## config.mk

```make
export PLATFORM = sky130hd
export DESIGN_NAME = conv2x2_sched_ctrl
export DESIGN_NICKNAME = d
export VERILOG_FILES = /design/src/rtl/conv2x2_ctrl_pkg.sv /design/src/rtl/conv2x2_tap_addr_gen.sv /design/src/rtl/conv2x2_sched_ctrl.sv
export SDC_FILE = /design/constraint.sdc
export NUM_CORES = 1
export LEC_CHECK = 0
export ABC_CLOCK_PERIOD_IN_PS = 4700
export CELL_PAD_IN_SITES_DETAIL_PLACEMENT = 0
export CELL_PAD_IN_SITES_GLOBAL_PLACEMENT = 2
export CORE_MARGIN = 5
export CORE_UTILIZATION = 30
export DETAILED_ROUTE_END_ITERATION = 8
export PLACE_DENSITY_LB_ADDON = 0.1
export SLEW_MARGIN = 20
export SYNTH_ARGS = -nofsm -noshare
export SYNTH_HDL_FRONTEND = slang
export SYNTH_SLANG_ARGS = --single-unit
```

## constraint.sdc

```tcl
create_clock -name clk -period 4.7 [get_ports clk]
set_input_delay 0.705 -clock clk [delete_from_list [all_inputs] [get_ports clk]]
set_output_delay 0.705 -clock clk [all_outputs]
set_load 0.01 [all_outputs]
```

## src/rtl/conv2x2_ctrl_pkg.sv

```systemverilog
// Shared types and constants for the 2x2 convolution schedule controller.
//   state_e        : controller phase (idle, two passes split by a gap slot, done)
//   PASS_SLOTS     : slots per output-row pass
//   TAPS_PER_ROW   : real filter taps per 4-slot group (4th slot is zero padding)
//   GAP_INPUT_ADDR : input address presented in the single gap slot
//   SLOT_W         : width of the slot counter
package conv2x2_ctrl_pkg;

  typedef enum logic [2:0] {
    StIdle,
    StPass0,
    StGap,
    StPass1,
    StDone
  } state_e;

  localparam int unsigned PASS_SLOTS     = 12;
  localparam int unsigned TAPS_PER_ROW   = 3;
  localparam int unsigned GAP_INPUT_ADDR = 4;
  localparam int unsigned SLOT_W         = 4;

endpackage

```

## src/rtl/conv2x2_tap_addr_gen.sv

```systemverilog
// Combinational filter-tap address generator.
//   slot     in  SLOT_W  slot index j within a pass (0..11)
//   tap_addr out ADDR_W  filter address for slot j: ZERO_ADDR on the padding phase,
//                        otherwise FILT_BASE minus the running tap number
module conv2x2_tap_addr_gen
  import conv2x2_ctrl_pkg::*;
#(
  parameter int unsigned ADDR_W    = 8,
  parameter int unsigned ZERO_ADDR = 25,
  parameter int unsigned FILT_BASE = 24
) (
  input  logic [SLOT_W-1:0] slot,
  output logic [ADDR_W-1:0] tap_addr
);

  logic [1:0]        phase;
  logic [1:0]        row;
  logic [ADDR_W-1:0] tap_idx;

  // Each 4-slot group carries TAPS_PER_ROW real taps followed by one padding slot.
  assign phase = slot[1:0];
  assign row   = slot[3:2];

  always_comb begin
    tap_idx = ADDR_W'(row) * ADDR_W'(TAPS_PER_ROW) + ADDR_W'(phase);
    if (phase >= 2'(TAPS_PER_ROW)) begin
      tap_addr = ADDR_W'(ZERO_ADDR);
    end else begin
      tap_addr = ADDR_W'(FILT_BASE) - tap_idx;
    end
  end

endmodule

```

## src/rtl/conv2x2_sched_ctrl.sv

```systemverilog
// Address/enable sequencer for the 2x2 systolic convolution datapath.
// One start pulse runs 25 slots: pass 0 (row 0 via the first filter port), one gap
// slot, pass 1 (row 1 via the second filter port), then a one-cycle done pulse.
//   clk, rst           clock, synchronous active-high reset
//   start              run request, sampled only when idle
//   hold               stall; freezes slot and addresses while a run is active
//   busy, done         run in progress / one-cycle completion pulse
//   sys_2by2_en        datapath enable for each active, non-held slot
//   input_array_addr   input-array read address
//   filt_first_addr    filter address for the row-0 port
//   filt_second_addr   filter address for the row-1 port
//   buffer_read_addr   result-buffer index (C11,C12,C21,C22 = 0..3)
//   buffer_read_valid  buffer_read_addr is meaningful this slot
// All outputs are registered and reflect the slot entered at the last edge.
module conv2x2_sched_ctrl
  import conv2x2_ctrl_pkg::*;
#(
  parameter int unsigned ADDR_W     = 8,
  parameter int unsigned ZERO_ADDR  = 25,
  parameter int unsigned FILT_BASE  = 24,
  parameter int unsigned IN_SIZE    = 16,
  parameter int unsigned P1_IN_BASE = 5
) (
  input  logic              clk,
  input  logic              rst,
  input  logic              start,
  input  logic              hold,
  output logic              busy,
  output logic              done,
  output logic              sys_2by2_en,
  output logic [ADDR_W-1:0] input_array_addr,
  output logic [ADDR_W-1:0] filt_first_addr,
  output logic [ADDR_W-1:0] filt_second_addr,
  output logic [1:0]        buffer_read_addr,
  output logic              buffer_read_valid
);

  localparam logic [ADDR_W-1:0] ZeroAddr = ADDR_W'(ZERO_ADDR);
  localparam logic [SLOT_W-1:0] LastSlot = SLOT_W'(PASS_SLOTS - 1);
  localparam logic [SLOT_W-1:0] RdSlot0  = SLOT_W'(PASS_SLOTS - 2);

  state_e            state_q, state_d;
  logic [SLOT_W-1:0] slot_q, slot_d;
  logic              held;
  logic [ADDR_W-1:0] tap_addr;
  logic [ADDR_W-1:0] p1_addr;
  logic [ADDR_W-1:0] p1_in;

  always_comb begin
    state_d = state_q;
    slot_d  = slot_q;
    held    = hold && (state_q inside {StPass0, StGap, StPass1});
    unique case (state_q)
      StIdle: begin
        if (start) begin
          state_d = StPass0;
          slot_d  = '0;
        end
      end
      StPass0: begin
        if (!held) begin
          if (slot_q == LastSlot) begin
            state_d = StGap;
            slot_d  = '0;
          end else begin
            slot_d = slot_q + SLOT_W'(1);
          end
        end
      end
      StGap: begin
        if (!held) state_d = StPass1;
      end
      StPass1: begin
        if (!held) begin
          if (slot_q == LastSlot) begin
            state_d = StDone;
            slot_d  = '0;
          end else begin
            slot_d = slot_q + SLOT_W'(1);
          end
        end
      end
      default: state_d = StIdle;
    endcase
  end

  // Tap address is computed for the slot being entered so it can be registered with it.
  conv2x2_tap_addr_gen #(
    .ADDR_W   (ADDR_W),
    .ZERO_ADDR(ZERO_ADDR),
    .FILT_BASE(FILT_BASE)
  ) u_tap_addr_gen (
    .slot    (slot_d),
    .tap_addr(tap_addr)
  );

  // Pass-1 input addresses past the end of the input array read the zero word.
  assign p1_addr = ADDR_W'(P1_IN_BASE) + ADDR_W'(slot_d);
  assign p1_in   = (p1_addr >= ADDR_W'(IN_SIZE)) ? ZeroAddr : p1_addr;

  always_ff @(posedge clk) begin
    if (rst) begin
      state_q           <= StIdle;
      slot_q            <= '0;
      busy              <= 1'b0;
      done              <= 1'b0;
      sys_2by2_en       <= 1'b0;
      input_array_addr  <= ZeroAddr;
      filt_first_addr   <= ZeroAddr;
      filt_second_addr  <= ZeroAddr;
      buffer_read_addr  <= 2'd0;
      buffer_read_valid <= 1'b0;
    end else begin
      state_q <= state_d;
      slot_q  <= slot_d;
      if (held) begin
        // Addresses and buffer index keep their values; only the strobes drop.
        sys_2by2_en       <= 1'b0;
        buffer_read_valid <= 1'b0;
      end else begin
        busy              <= 1'b0;
        done              <= 1'b0;
        sys_2by2_en       <= 1'b0;
        buffer_read_valid <= 1'b0;
        input_array_addr  <= ZeroAddr;
        filt_first_addr   <= ZeroAddr;
        filt_second_addr  <= ZeroAddr;
        unique case (state_d)
          StPass0: begin
            busy             <= 1'b1;
            sys_2by2_en      <= 1'b1;
            input_array_addr <= ADDR_W'(slot_d);
            filt_first_addr  <= tap_addr;
            if (slot_d >= RdSlot0) begin
              buffer_read_valid <= 1'b1;
              buffer_read_addr  <= {1'b0, slot_d == LastSlot};
            end
          end
          StGap: begin
            busy             <= 1'b1;
            sys_2by2_en      <= 1'b1;
            input_array_addr <= ADDR_W'(GAP_INPUT_ADDR);
          end
          StPass1: begin
            busy             <= 1'b1;
            sys_2by2_en      <= 1'b1;
            input_array_addr <= p1_in;
            filt_second_addr <= tap_addr;
            if (slot_d >= RdSlot0) begin
              buffer_read_valid <= 1'b1;
              buffer_read_addr  <= {1'b1, slot_d == LastSlot};
            end
          end
          StDone: done <= 1'b1;
          default: ;
        endcase
      end
    end
  end

endmodule
```

---- After elaboration in Yosys (flattened, before gate mapping) ----
Index checks and enable logic that the tools add are counted.
cells by class
  bitwise operators ....................... 2
  reductions and logical operators ........ 10
  eq/ne operators ......................... 11
  add/sub/neg operators ................... 4
  muxes and demuxes ....................... 22
  multiply operators ...................... 1
  order comparisons ....................... 3
operators with widths
  kind                   count
  $mux W8                3
  $mux W3                6
  $pmux W5 S3            1
  $eq A3 B2 Y1 const B   4
  $mux W4                3
  $pmux W3 S4            1
  $eq A4 B4 Y1 const B   2
  $pmux W4 S2            1
  $sub A5 B8 Y8 const A  1
  $eq A3 B1 Y1 const B   2
  $reduce_or A2 Y1       3
  $reduce_or A3 Y1       2
  $add A3 B4 Y5 const A  1
  $add A4 B2 Y5          1
  $ge A5 B5 Y1 const B   1
  $mux W5                1
  $add A4 B1 Y4 const B  1
  $ge A4 B4 Y1 const B   1
  $mul A2 B2 Y4 const B  1
  $mux W2                2
  $ne A2 B2 Y1 const B   2
  $pmux W2 S2            1
  $reduce_and A4 Y1      1
  $eq A3 B3 Y1 const B   1
  other kinds (7)        10
storage, ports and cells
  output and inout port bits .............. 30
  input bits .............................. 4
  word-level logic and storage cells ...... 63
  register bits ........................... 37

---- Logic depth before layout (Yosys ltp) ----
Gate-level depths: netlist of run 1.
  depth after elaboration ................. 10
  mapped depth ............................ 17
  depth with buffers taken out ............ 16

---- By module ----
Synthesis of run 1 repeated with hierarchy kept, for this count alone.
unflattened totals
  cells, all modules ...................... 217
  area total of the unflattened synthesis .. 1779.2 um^2
modules (own cells, without submodules)
  module                area each (um^2)  cells an instance  sequential area each (um^2)  times used
  conv2x2_sched_ctrl    1570.3            189                680.7                        1
  conv2x2_tap_addr_gen  209.0             28                 0.0                          1

---- Least setup slack after synthesis of run 1 ----
Ideal clock, no wire load.
  path type ............................... input to register
  start ................................... input hold
  end ..................................... register filt_second_addr[3]
  arrival ................................. 3.543 ns
  path slack .............................. 1.033 ns
  path buffers ............................ 2
  stages .................................. 17
  path through ............................ buf_4 > inv_1 > or3_1 > buf_6 > a22oi_4 > nand2_4 > inv_1 > xnor2_1 > ha_1 > ha_1 > inv_1 > fa_1 > nand3_1 > xor2_1 > nor2_1 > a31oi_1 > or2_2
between the ends
  longest elaborated chain between the ends .. 8
  elaborated cells between the ends (all ways) .. 14
RTL lines
  what                     RTL line                    text
  start: declaration       conv2x2_sched_ctrl.sv:27    input logic hold,
  $logic_and A1 B1 Y1 (*)  conv2x2_sched_ctrl.sv:52    held = hold && (state_q inside {StPass0, StGap, StPass1});
  $mux W4                  conv2x2_sched_ctrl.sv:74    if (!held) begin
  $pmux W4 S2              conv2x2_sched_ctrl.sv:53    unique case (state_q)
  $mul A2 B2 Y4            conv2x2_tap_addr_gen.sv:25  tap_idx = ADDR_W'(row) * ADDR_W'(TAPS_PER_ROW) + ADDR_W'(phase);
  $add A4 B2 Y5            conv2x2_tap_addr_gen.sv:25
  $sub A5 B8 Y8            conv2x2_tap_addr_gen.sv:29  tap_addr = ADDR_W'(FILT_BASE) - tap_idx;
  $mux W8                  conv2x2_tap_addr_gen.sv:26  if (phase >= 2'(TAPS_PER_ROW)) begin
  $mux W8                  conv2x2_sched_ctrl.sv:128   unique case (state_d)
  end signal: assignment   conv2x2_sched_ctrl.sv:110   filt_second_addr <= ZeroAddr;
  end signal: assignment   conv2x2_sched_ctrl.sv:127   filt_second_addr <= ZeroAddr;
  end signal: assignment   conv2x2_sched_ctrl.sv:148   filt_second_addr <= tap_addr;
  end: declaration         conv2x2_sched_ctrl.sv:33    output logic [ADDR_W-1:0] filt_second_addr,
Mark *: on every way between the ends. The rest lies on a longest branch, timed or not.
A chain may end at the register's enable or synchronous reset.

---- Worst setup path after layout of run 1 ----
Ends and elaborated chain as after synthesis.

==> impl_metrics.ini, run 1 <==
[status]
outcome = finished, final reports clean

[placement]
gp_congestion = 0.715
place_hpwl_mm = 3.09
placedCellCount = 275
port_buffers = 24

[cts]
insertion_delay_ps = 280
cts-root-buf = clkbuf_8
ctsHoldBuffers = 0
cts.htree.levels = 1
cts_resized = 0
cts_buffers = 3
clk_pin_slew_ps = 90
clockBufferDepth = 2
cts_setup_buffers = 0
cts_sinks = 28
cts_tree = yes

[grt]
grt_pass1_vias = 1426
antenna_found_initial = 0
grt_max_degree = 27
grt_usage_pct = 11.9
gr-total-overflow = 0
grt_pass1_wl_mm = 6.86

[floorplan]
core_area_mm2 = 0.00517
die_area_mm2 = 0.00695
fp.dieH_um = 83.4
start_util_pct = 31.2
pin_count = 34
die_w_um = 83.4
fp-row-count = 26

[routing]
wl_mm = 4.05
via_count = 1412
drt_iter0_markers = 94
dr.pass1.iters = 4
routedWlPerCell_um = 14.5
ant_nets = 0
drcViolationCount = 0
vias_per_cell = 5.06

[worst_setup_path]
path_delay_family = simple AND/OR/NAND/NOR gates
crit_type = in2reg
cp-start-kind = input pin
crit_slowest_cell = clkdlybuf4s50_1
crit_top_cell = inv_1
crit_path_end_kind = flip-flop
path_max_fanout = 9
crit_required_ps = 4870
crit_chain = clkdlybuf4s50_1, inv_1, or3_1, a22oi_4, nand2_4, inv_1, xnor2_1, ha_1, ha_1, inv_1, fa_1, nand3_1, xor2_1, nor2_1, a31oi_1, or2_2
max_stage_delay_ps = 620
critPathBufInv = 4
crit_arrival_ps = 4260

[run]
drv_cap = 0

[logic_synthesis]
synth_top_area_cell = dfxtp_1
avgSynthCellArea_um2 = 8.64
syn_area_mm2 = 0.00162
synthTopCellsByArea = dfxtp_1 (35%), ha_1 (5.4%), buf_4 (4.6%)
ys_seq_area_share_pct = 34.7
synth_warnings = 0
yosys_most_used_dff = dfxtp_1
synth_edf_count = 0
synthCells = 187
async_flop_share_pct = 0
synth_cell_type_count = 51
ys_ff_latch = 28
yosysTopAreaCellShare_pct = 34.7

[power]
switching_share_pct = 23.7
p_switching_w = 0.000121
combPwrFrac_pct = 13.3
peakVddDrop_uv = 111
pwr-share-seq_pct = 49.1
clockPowerShare_pct = 37.7
p_int_w = 0.000388
p_leak_nw = 0.753
p_total_w = 0.000508
power.density_mw_per_mm2 = 261

[cells_and_area]
instances_no_fill = 279
layout.nets = 222
diodes = 0
syn_to_final_growth_pct = 20.7
drive_gt1_share_pct = 8.13

[sta]
fmax_mhz = 244
worst_clock_skew_ps = 7.03
period_needed_ps = 4100
relSlewSlack_pct = 32.7
finalSetupTns_ps = 0
setup_viol = 0
rsz0062_at_grt = no
final_max_slew_viol_count = 0
worstMarginPinSlew_ps = 1000
hold_viol_final = 0
fin_crit_sh_pct = 87.1

[hold_path]
hold_class = reg2reg
## sequential cells by signal, summed over array words and instances (netlist names)
signal / cells
done: 1
filt_first_addr: 5
buffer_read_addr: 2
busy: 1
input_array_addr: 5
sys_2by2_en: 1
filt_second_addr: 5
buffer_read_valid: 1
state_q: 3
slot_q: 4
## worst register-to-register path, stage by stage, from the launching register on
cell	delay [ps]
dfxtp_1	410
ha_1	220
nand3b_1	160
and2_1	180
o211ai_1	380
nand2_4	120
inv_1	210
xnor2_1	100
ha_1	280
ha_1	130
inv_1	40
fa_1	550
nand3_1	110
xor2_1	140
nor2_1	130
a31oi_1	90
or2_2	300
## stage by stage
step	setup slack, ps	hold slack, ps	util (%)	cell area [um^2]
floorplan	1030	476	-	1650
detailed placement	299	444	36.3	1880
CTS	585	465	37.7	1950
global route	387	480	37.7	1950
finish	604	458	37.7	1950
global placement	385	433	36.3	1880
## cell usage after synthesis, drive strengths merged, types with 3 or more instances
master / n
a22o: 4
a21o: 3
nand3: 8
nor2: 18
dfxtp: 28
nor2b: 5
nand2b: 5
o21bai: 3
a31oi: 3
nand2: 9
or3: 5
a22oi: 4
inv: 9
clkbuf: 4
buf: 13
nor3: 7
o21ai: 8
ha: 7
and3: 3
o22ai: 4
a21oi: 10
## cells by family after synthesis
group / share of synthesized area (%)
buffers and inverters: 9.37
DFF: 34.7
xor gates and xnor gates: 1.63
adders and majority gates: 6.66
AOI/OAI and AO/OA: 22.4
other: 0.232
and+or+nand+nor: 25.0
## power groups by stage
stage	combinational, W	sequential (W)	clock, W
after global routing	0.0000751	0.000251	0.000209
after detailed placement	0.0000679	0.000255	0
final	0.0000674	0.000249	0.000191
after CTS	0.0000684	0.000249	0.000198
after global placement	0.0000684	0.000255	0
after floorplan	0.0000485	0.000256	0
## path summary, 6_finish.rpt
kind	start	end	slack, ps	depth (start not counted)
hold reg to reg	filt_first_addr[2]$_SDFFE_PP0N_	filt_first_addr[2]$_SDFFE_PP0N_	460	2
hold / removal	filt_first_addr[2]$_SDFFE_PP0N_	filt_first_addr[2]$_SDFFE_PP0N_	460	2
setup reg to reg	slot_q[0]$_SDFF_PP0_	filt_second_addr[3]$_SDFFE_PP1N_	1040	16
setup / recovery	hold	filt_second_addr[3]$_SDFFE_PP1N_	600	16
## placed cells by master, fill, tap and decap left out, types with 7 or more instances in the layout
cell type        instances
nand2_1                  8
nand3_1                  8
a21oi_1                 10
inv_1                    8
dfxtp_1                 28
conb_1                   9
clkdlybuf4s50_1         24
ha_1                     7
nor2_1                  16
## layer usage
metal  wire length [um]  global-route usage (%)
met4                 47                    3.12
met2               1910                    20.3
met1               1910                    15.4
met5                  0                       0
met3                179                    1.98
## final cells by class
class	instances	area (um^2)
clock buffers	3	41.3
inverters	9	33.8
fillers	528	3220
well taps	70	87.6
multi-input cells	141	933
repair buffers	27	263
flip-flops and latches	28	561
clock inverters	1	30.0
Power figures use the tool's default switching activity.
==> run 2, diff against run 1 <==
Settings changed: ABC_CLOCK_PERIOD_IN_PS 4700 to 4300, SYNTH_HIERARCHICAL set to 1.
Clock period 4.7 ns to 4.3 ns, I/O delays scaled along.
==> run 2 against run 1 <==
Net effect: design area is 16% higher; clock skew is 4.7 ps lower; cell count is 17% higher; critical path type unchanged; highest routed layer unchanged.
==> impl_metrics.ini, run 2 <==
[status]
outcome = finished, final reports clean

[cells_and_area]
final_common_cell = dfxtp_1
final_util_pct = 38.8
syn_to_final_growth_pct = 27.4
diodes = 0
drive_gt1_share_pct = 9.16
fillers = 637
reg_top3 = filt_first_addr (8), filt_second_addr (8), input_array_addr (5)
layout.nets = 264
final_cell_mix = dfxtp_1 (34), clkdlybuf4s50_1 (30), nor2_1 (25)

[worst_setup_path]
path_delay_family = buffers and inverters
critPathBufInv = 5
crit_required_ps = 4460
crit_slowest_cell = clkdlybuf4s50_1
cp-start-kind = input pin
crit_arrival_ps = 3740
crit_chain = clkdlybuf4s50_1, nand2b_1, or2_1, buf_4, nand3b_2, a41oi_4, inv_1, ha_1, inv_1, ha_1, inv_1, fa_1, xnor2_1, nand2_1, nor3_1, o21ai_0
max_stage_delay_ps = 500
path_max_fanout = 22
crit_top_cell = inv_1
crit_path_end_kind = flip-flop
crit_type = in2reg

[sta]
worst_clock_skew_ps = 2.29
hold_viol_final = 0
relSlewSlack_pct = 47.8
whs_ps = 451
rsz0062_at_grt = no
finalSetupTns_ps = 0
worstMarginPinSlew_ps = 781
fin_crit_sh_pct = 83.2
period_needed_ps = 3580
setup_viol = 0
final_max_slew_viol_count = 0
fmax_mhz = 279

[logic_synthesis]
synthTopCellsByArea = dfxtp_1 (38%), ha_1 (5.6%), nor2_1 (5.3%)
yosysMostFrequentCell = dfxtp_1
synthAdderAreaFrac_pct = 7.88
ys_seq_area_share_pct = 38.3
async_flop_share_pct = 0
synth_top_family_by_area = simple AND/OR/NAND/NOR gates
synth_commonest_cells = dfxtp_1 (34), nor2_1 (25), nand2_1 (19)
synthCells = 217
yosysTopAreaCellShare_pct = 38.3
yosys.area_share.simple_pct = 26.6
syn_area_mm2 = 0.00178
synth_cell_type_count = 47
synthMuxAreaShare_pct = 1.76
synth_edf_count = 0
synth_compound_area_share_pct = 16.9
synth_warnings = 6
yosys_most_used_dff = dfxtp_1
synth_xor_area_share_pct = 0.492
avgSynthCellArea_um2 = 8.20
ys_ff_latch = 34
synth_top_area_cell = dfxtp_1

[floorplan]
core_area_mm2 = 0.00585
die_w_um = 87.0
start_util_pct = 30.4
pin_count = 34
die_area_mm2 = 0.00757
fp.dieH_um = 87.0
fp-row-count = 28

[cts]
cts-root-buf = clkbuf_8
cts_resized = 0
clk_pin_slew_ps = 70
cts_tree = yes
insertion_delay_ps = 280
cts_sinks = 34
clockBufferDepth = 2
cts_buffers = 5
ctsHoldBuffers = 0
cts.htree.levels = 2
cts_setup_buffers = 0

[power]
p_leak_nw = 0.860
peakVddDrop_uv = 143
p_total_w = 0.000708
power.density_mw_per_mm2 = 312

[hold_path]
hold_class = reg2reg

[grt]
grt_max_degree = 26
grt_usage_pct = 13.2
antenna_found_initial = 0
grt_pass1_vias = 1549
grt_pass1_wl_mm = 7.77
gr-total-overflow = 0

[run]
drv_cap = 0

[routing]
drt_iter0_markers = 77
drcViolationCount = 0
dr.pass1.iters = 4
via_count = 1541
routedWlPerCell_um = 14.2
ant_nets = 0
wl_mm = 4.64
vias_per_cell = 4.73

[placement]
place_hpwl_mm = 3.43
gp_congestion = 0.810
port_buffers = 30
-- run 2: cell count changes after synthesis, moves of 6 or more --
cell / previous run / this run
nand2_1: 8 / 19
a21oi_1: 10 / 17
o21ai_0: 6 / 14
nor2_1: 16 / 25
dfxtp_1: 28 / 34
nor3_1: 6 / 12
-- run 2: cells by family (layout without fill, tap and decap cells) --
group                      count (synthesis)  count (layout)
adders and majority gates                 10              10
AOI/OAI and AO/OA                         46              46
muxes                                      3               3
DFF                                       34              34
xor gates and xnor gates                   1               1
and+or+nand+nor                           93              93
other                                      2               6
buffers and inverters                     28              58
-- run 2: tightest hold or removal path: cells and delay by family, from the launching register on --
kind	cells	cell delay, ps
AO/OA/AOI/OAI	1	50
flip-flops	1	310
AND/OR/NAND/NOR	1	50
-- run 2: worst paths after layout --
| check | start | endpoint | slack (ps) | cells past startpoint |
|---|---|---|---|---|
| worst max-delay path | hold | filt_second_addr[3]$_SDFFE_PP1N_ | 720 | 16 |
| worst min-delay path | filt_second_addr[1]$_SDFFE_PP0N_ | filt_second_addr[1]$_SDFFE_PP0N_ | 450 | 2 |
| worst max register to register | state_q[2]$_SDFF_PP0_ | filt_second_addr[3]$_SDFFE_PP1N_ | 1000 | 15 |
| worst min register to register | filt_second_addr[1]$_SDFFE_PP0N_ | filt_second_addr[1]$_SDFFE_PP0N_ | 450 | 2 |
-- run 2: area by class of cell --
type	count	area, um^2	area share (%)
Multi-Input combinational cell	159	977	43.1
Sequential cell	34	681	30.0
Timing Repair Buffer	38	360	15.9
Tap cell	75	93.8	4.14
Clock buffer	6	72.6	3.20
Inverter	12	45.0	1.99
Clock inverter	2	37.5	1.66
-- run 2: power by group --
group,switching (W),internal (W)
combinational,0.0000470,0.0000361
clock,0.000121,0.000173
sequential,0.00000632,0.000324
-- run 2: per-stage QoR --
step           setup WS [ps]  instances  cell area [um^2]
2_1_floorplan           1190        221              1790
3_3_place_gp             462        318              2160
3_5_place_dp             403        318              2160
4_1_cts                  713        326              2270
5_1_grt                  455        326              2270
6_report                 721        326              2270
-- run 2: layer usage --
metal	track usage, %	part of all wire, %	vias to the layer above
li1	-	-	799
met1	18.3	49	714
met2	20.0	47	26
met3	3.50	3.9	2
met4	3.68	0.43	0
met5	0	0	-
==> run 3, diff against run 2 <==
Settings changed: ABC_CLOCK_PERIOD_IN_PS 4300 to 3400.
Clock period 4.3 ns to 3.4 ns, I/O delays scaled along.
==> run 3 against run 2 <==
Net effect: worst setup slack got worse by 490 ps; via count grew 3.5%; worst hold slack gained 1.4 ps; utilization increased by 1.2 points; sequential share of layout area down 0.90 points; non-clock buffer count rose by 9; clock-buffer cell count unchanged; die area did not move; clock skew rose by 4.2 ps; register-to-register slack got worse by 560 ps; combinational power up 34%; largest cell class unchanged; highest routed layer unchanged.
==> impl_metrics.ini, run 3 (synthesized netlist as in run 2, its figures left out) <==
[routing]
vias_per_cell = 4.78
wl_mm = 4.64
routedWlPerCell_um = 13.9
wl_met1_mm = 2.25
via_count = 1595
met2_length_mm = 2.14
drt_iter0_markers = 69
drcViolationCount = 0
ant_nets = 0
dr.pass1.iters = 4
met3WireLength_um = 196
top_layer = met4

[sta]
worstMarginPinSlew_ps = 572
final_max_slew_viol_count = 0
fmax_mhz = 315
worst_clock_skew_ps = 6.49
whs_ps = 453
relSlewSlack_pct = 60.7
period_needed_ps = 3170
hold_viol_final = 0
fin_crit_sh_pct = 93.2
setup_viol = 0
rsz0062_at_grt = no

[cells_and_area]
drive_gt1_share_pct = 12.4
final_cell_mix = dfxtp_1 (34), clkdlybuf4s50_1 (30), nor2_1 (25)
regArea_um2 = 681
syn_to_final_growth_pct = 31.4
diodes = 0
design_area_mm2 = 0.00234
reg_top3 = filt_first_addr (8), filt_second_addr (8), input_array_addr (5)
final_common_cell = dfxtp_1
multi_input_area_um2 = 977
fillers = 605
layout.nets = 273
instances_no_fill = 334

[cts]
cts_sinks = 34
cts_resized = 0
cts-root-buf = clkbuf_8
cts.htree.levels = 2
cts_setup_buffers = 0
cts_buffers = 5
ctsHoldBuffers = 0
insertion_delay_ps = 290
clockBufferDepth = 2
cts_tree = yes
clk_pin_slew_ps = 70

[power]
p_leak_nw = 0.909
p_int_w = 0.000695
combPwrFrac_pct = 12.1
pwr-share-seq_pct = 45.7
switching_share_pct = 24.0
p_switching_w = 0.000220
peakVddDrop_uv = 150
clockPowerShare_pct = 42.1
power.density_mw_per_mm2 = 391

[grt]
grt_max_degree = 27
grt_pass1_wl_mm = 8.00
grt_usage_pct = 13.4
grt_pass1_vias = 1632
antenna_found_initial = 0
gr-total-overflow = 0

[run]
drv_cap = 0

[worst_setup_path]
crit_required_ps = 3570
crit_chain = clkdlybuf4s50_1, nand2b_1, or2_1, a32o_1, a41oi_4, inv_1, ha_1, inv_1, ha_1, inv_1, fa_1, xnor2_1, nand2_1, nor3_1, o21ai_0
r2r_end = filt_second_addr[3]$_SDFFE_PP1N_
reg2reg_depth = 15
max_stage_delay_ps = 550
path_max_fanout = 5
crit_path_end_kind = flip-flop
crit_type = in2reg
cp-endpoint = filt_second_addr[3]$_SDFFE_PP1N_
crit_slowest_cell = clkdlybuf4s50_1
crit_start = hold
cp-start-kind = input pin
ff2ff_setup_slack_ps = 440
crit_top_cell = inv_1
crit_arrival_ps = 3340
r2r-start = state_q[2]$_SDFF_PP0_

[placement]
place_hpwl_mm = 3.44
placedCellCount = 327
port_buffers = 30
placed_area_mm2 = 0.00222
gp_congestion = 0.772

[hold_path]
hold_class = reg2reg
hp-start = filt_second_addr[5]$_SDFFE_PP0N_

[floorplan]
fp-row-count = 28
core_area_mm2 = 0.00585
start_util_pct = 30.4
fp.dieH_um = 87.0
die_w_um = 87.0
pin_count = 34
die_area_mm2 = 0.00757

[status]
outcome = finished, final reports clean
## run 3: per-layer routing
layer	vias up	track usage [%]
li1	821	-
met1	740	18.0
met2	29	21.7
met3	5	3.12
met4	0	3.68
met5	-	0
## run 3: area by class of cell
| type | count | share of cell area [%] |
|---|---|---|
| multi-input cells | 159 | 41.8 |
| flip-flops and latches | 34 | 29.1 |
| repair buffers | 47 | 18.3 |
| well taps | 75 | 4.01 |
| clock buffers | 6 | 3.53 |
| inverters | 12 | 1.93 |
| clock inverters | 1 | 1.28 |
## run 3: power by group through the flow
stage	clock, W	sequential (W)	combinational, W
global placement	0	0.000428	0.000113
CTS	0.000395	0.000418	0.000112
finish	0.000386	0.000418	0.000111
floorplan	0	0.000430	0.0000628
global route	0.000412	0.000420	0.000124
detailed placement	0	0.000428	0.000112
## run 3: worst min path at each step
stage | endpoint | cells past startpoint
CTS | filt_first_addr[1]$_SDFFE_PP0N_ | 2
finish | filt_second_addr[5]$_SDFFE_PP0N_ | 2
global placement | filt_first_addr[6]$_SDFFE_PP0N_ | 2
detailed placement | filt_second_addr[7]$_SDFFE_PP0N_ | 2
floorplan | buffer_read_addr[0]$_SDFFE_PP0P_ | 2
global route | filt_second_addr[5]$_SDFFE_PP0N_ | 2
## run 3: worst max-delay path: cells and delay by family
| kind | cells | cell delay, ps |
|---|---|---|
| XOR/XNOR | 1 | 150 |
| AND/OR/NAND/NOR | 4 | 600 |
| adder cells (fa/ha/maj) | 3 | 820 |
| AO/OA/AOI/OAI | 3 | 520 |
| buffers and inverters | 4 | 740 |
## run 3: metrics by stage
stage	worst slack, ps	power, W	setup TNS (ps)	util [%]
3_3_place_gp	-93.5	0.000541	-182	38.0
3_5_place_dp	-79.4	0.000540	-155	38.0
2_1_floorplan	424	0.000493	0	-
5_1_grt	8.09	0.000955	0	39.9
6_report	230	0.000915	0	39.9
4_1_cts	215	0.000926	0	39.9
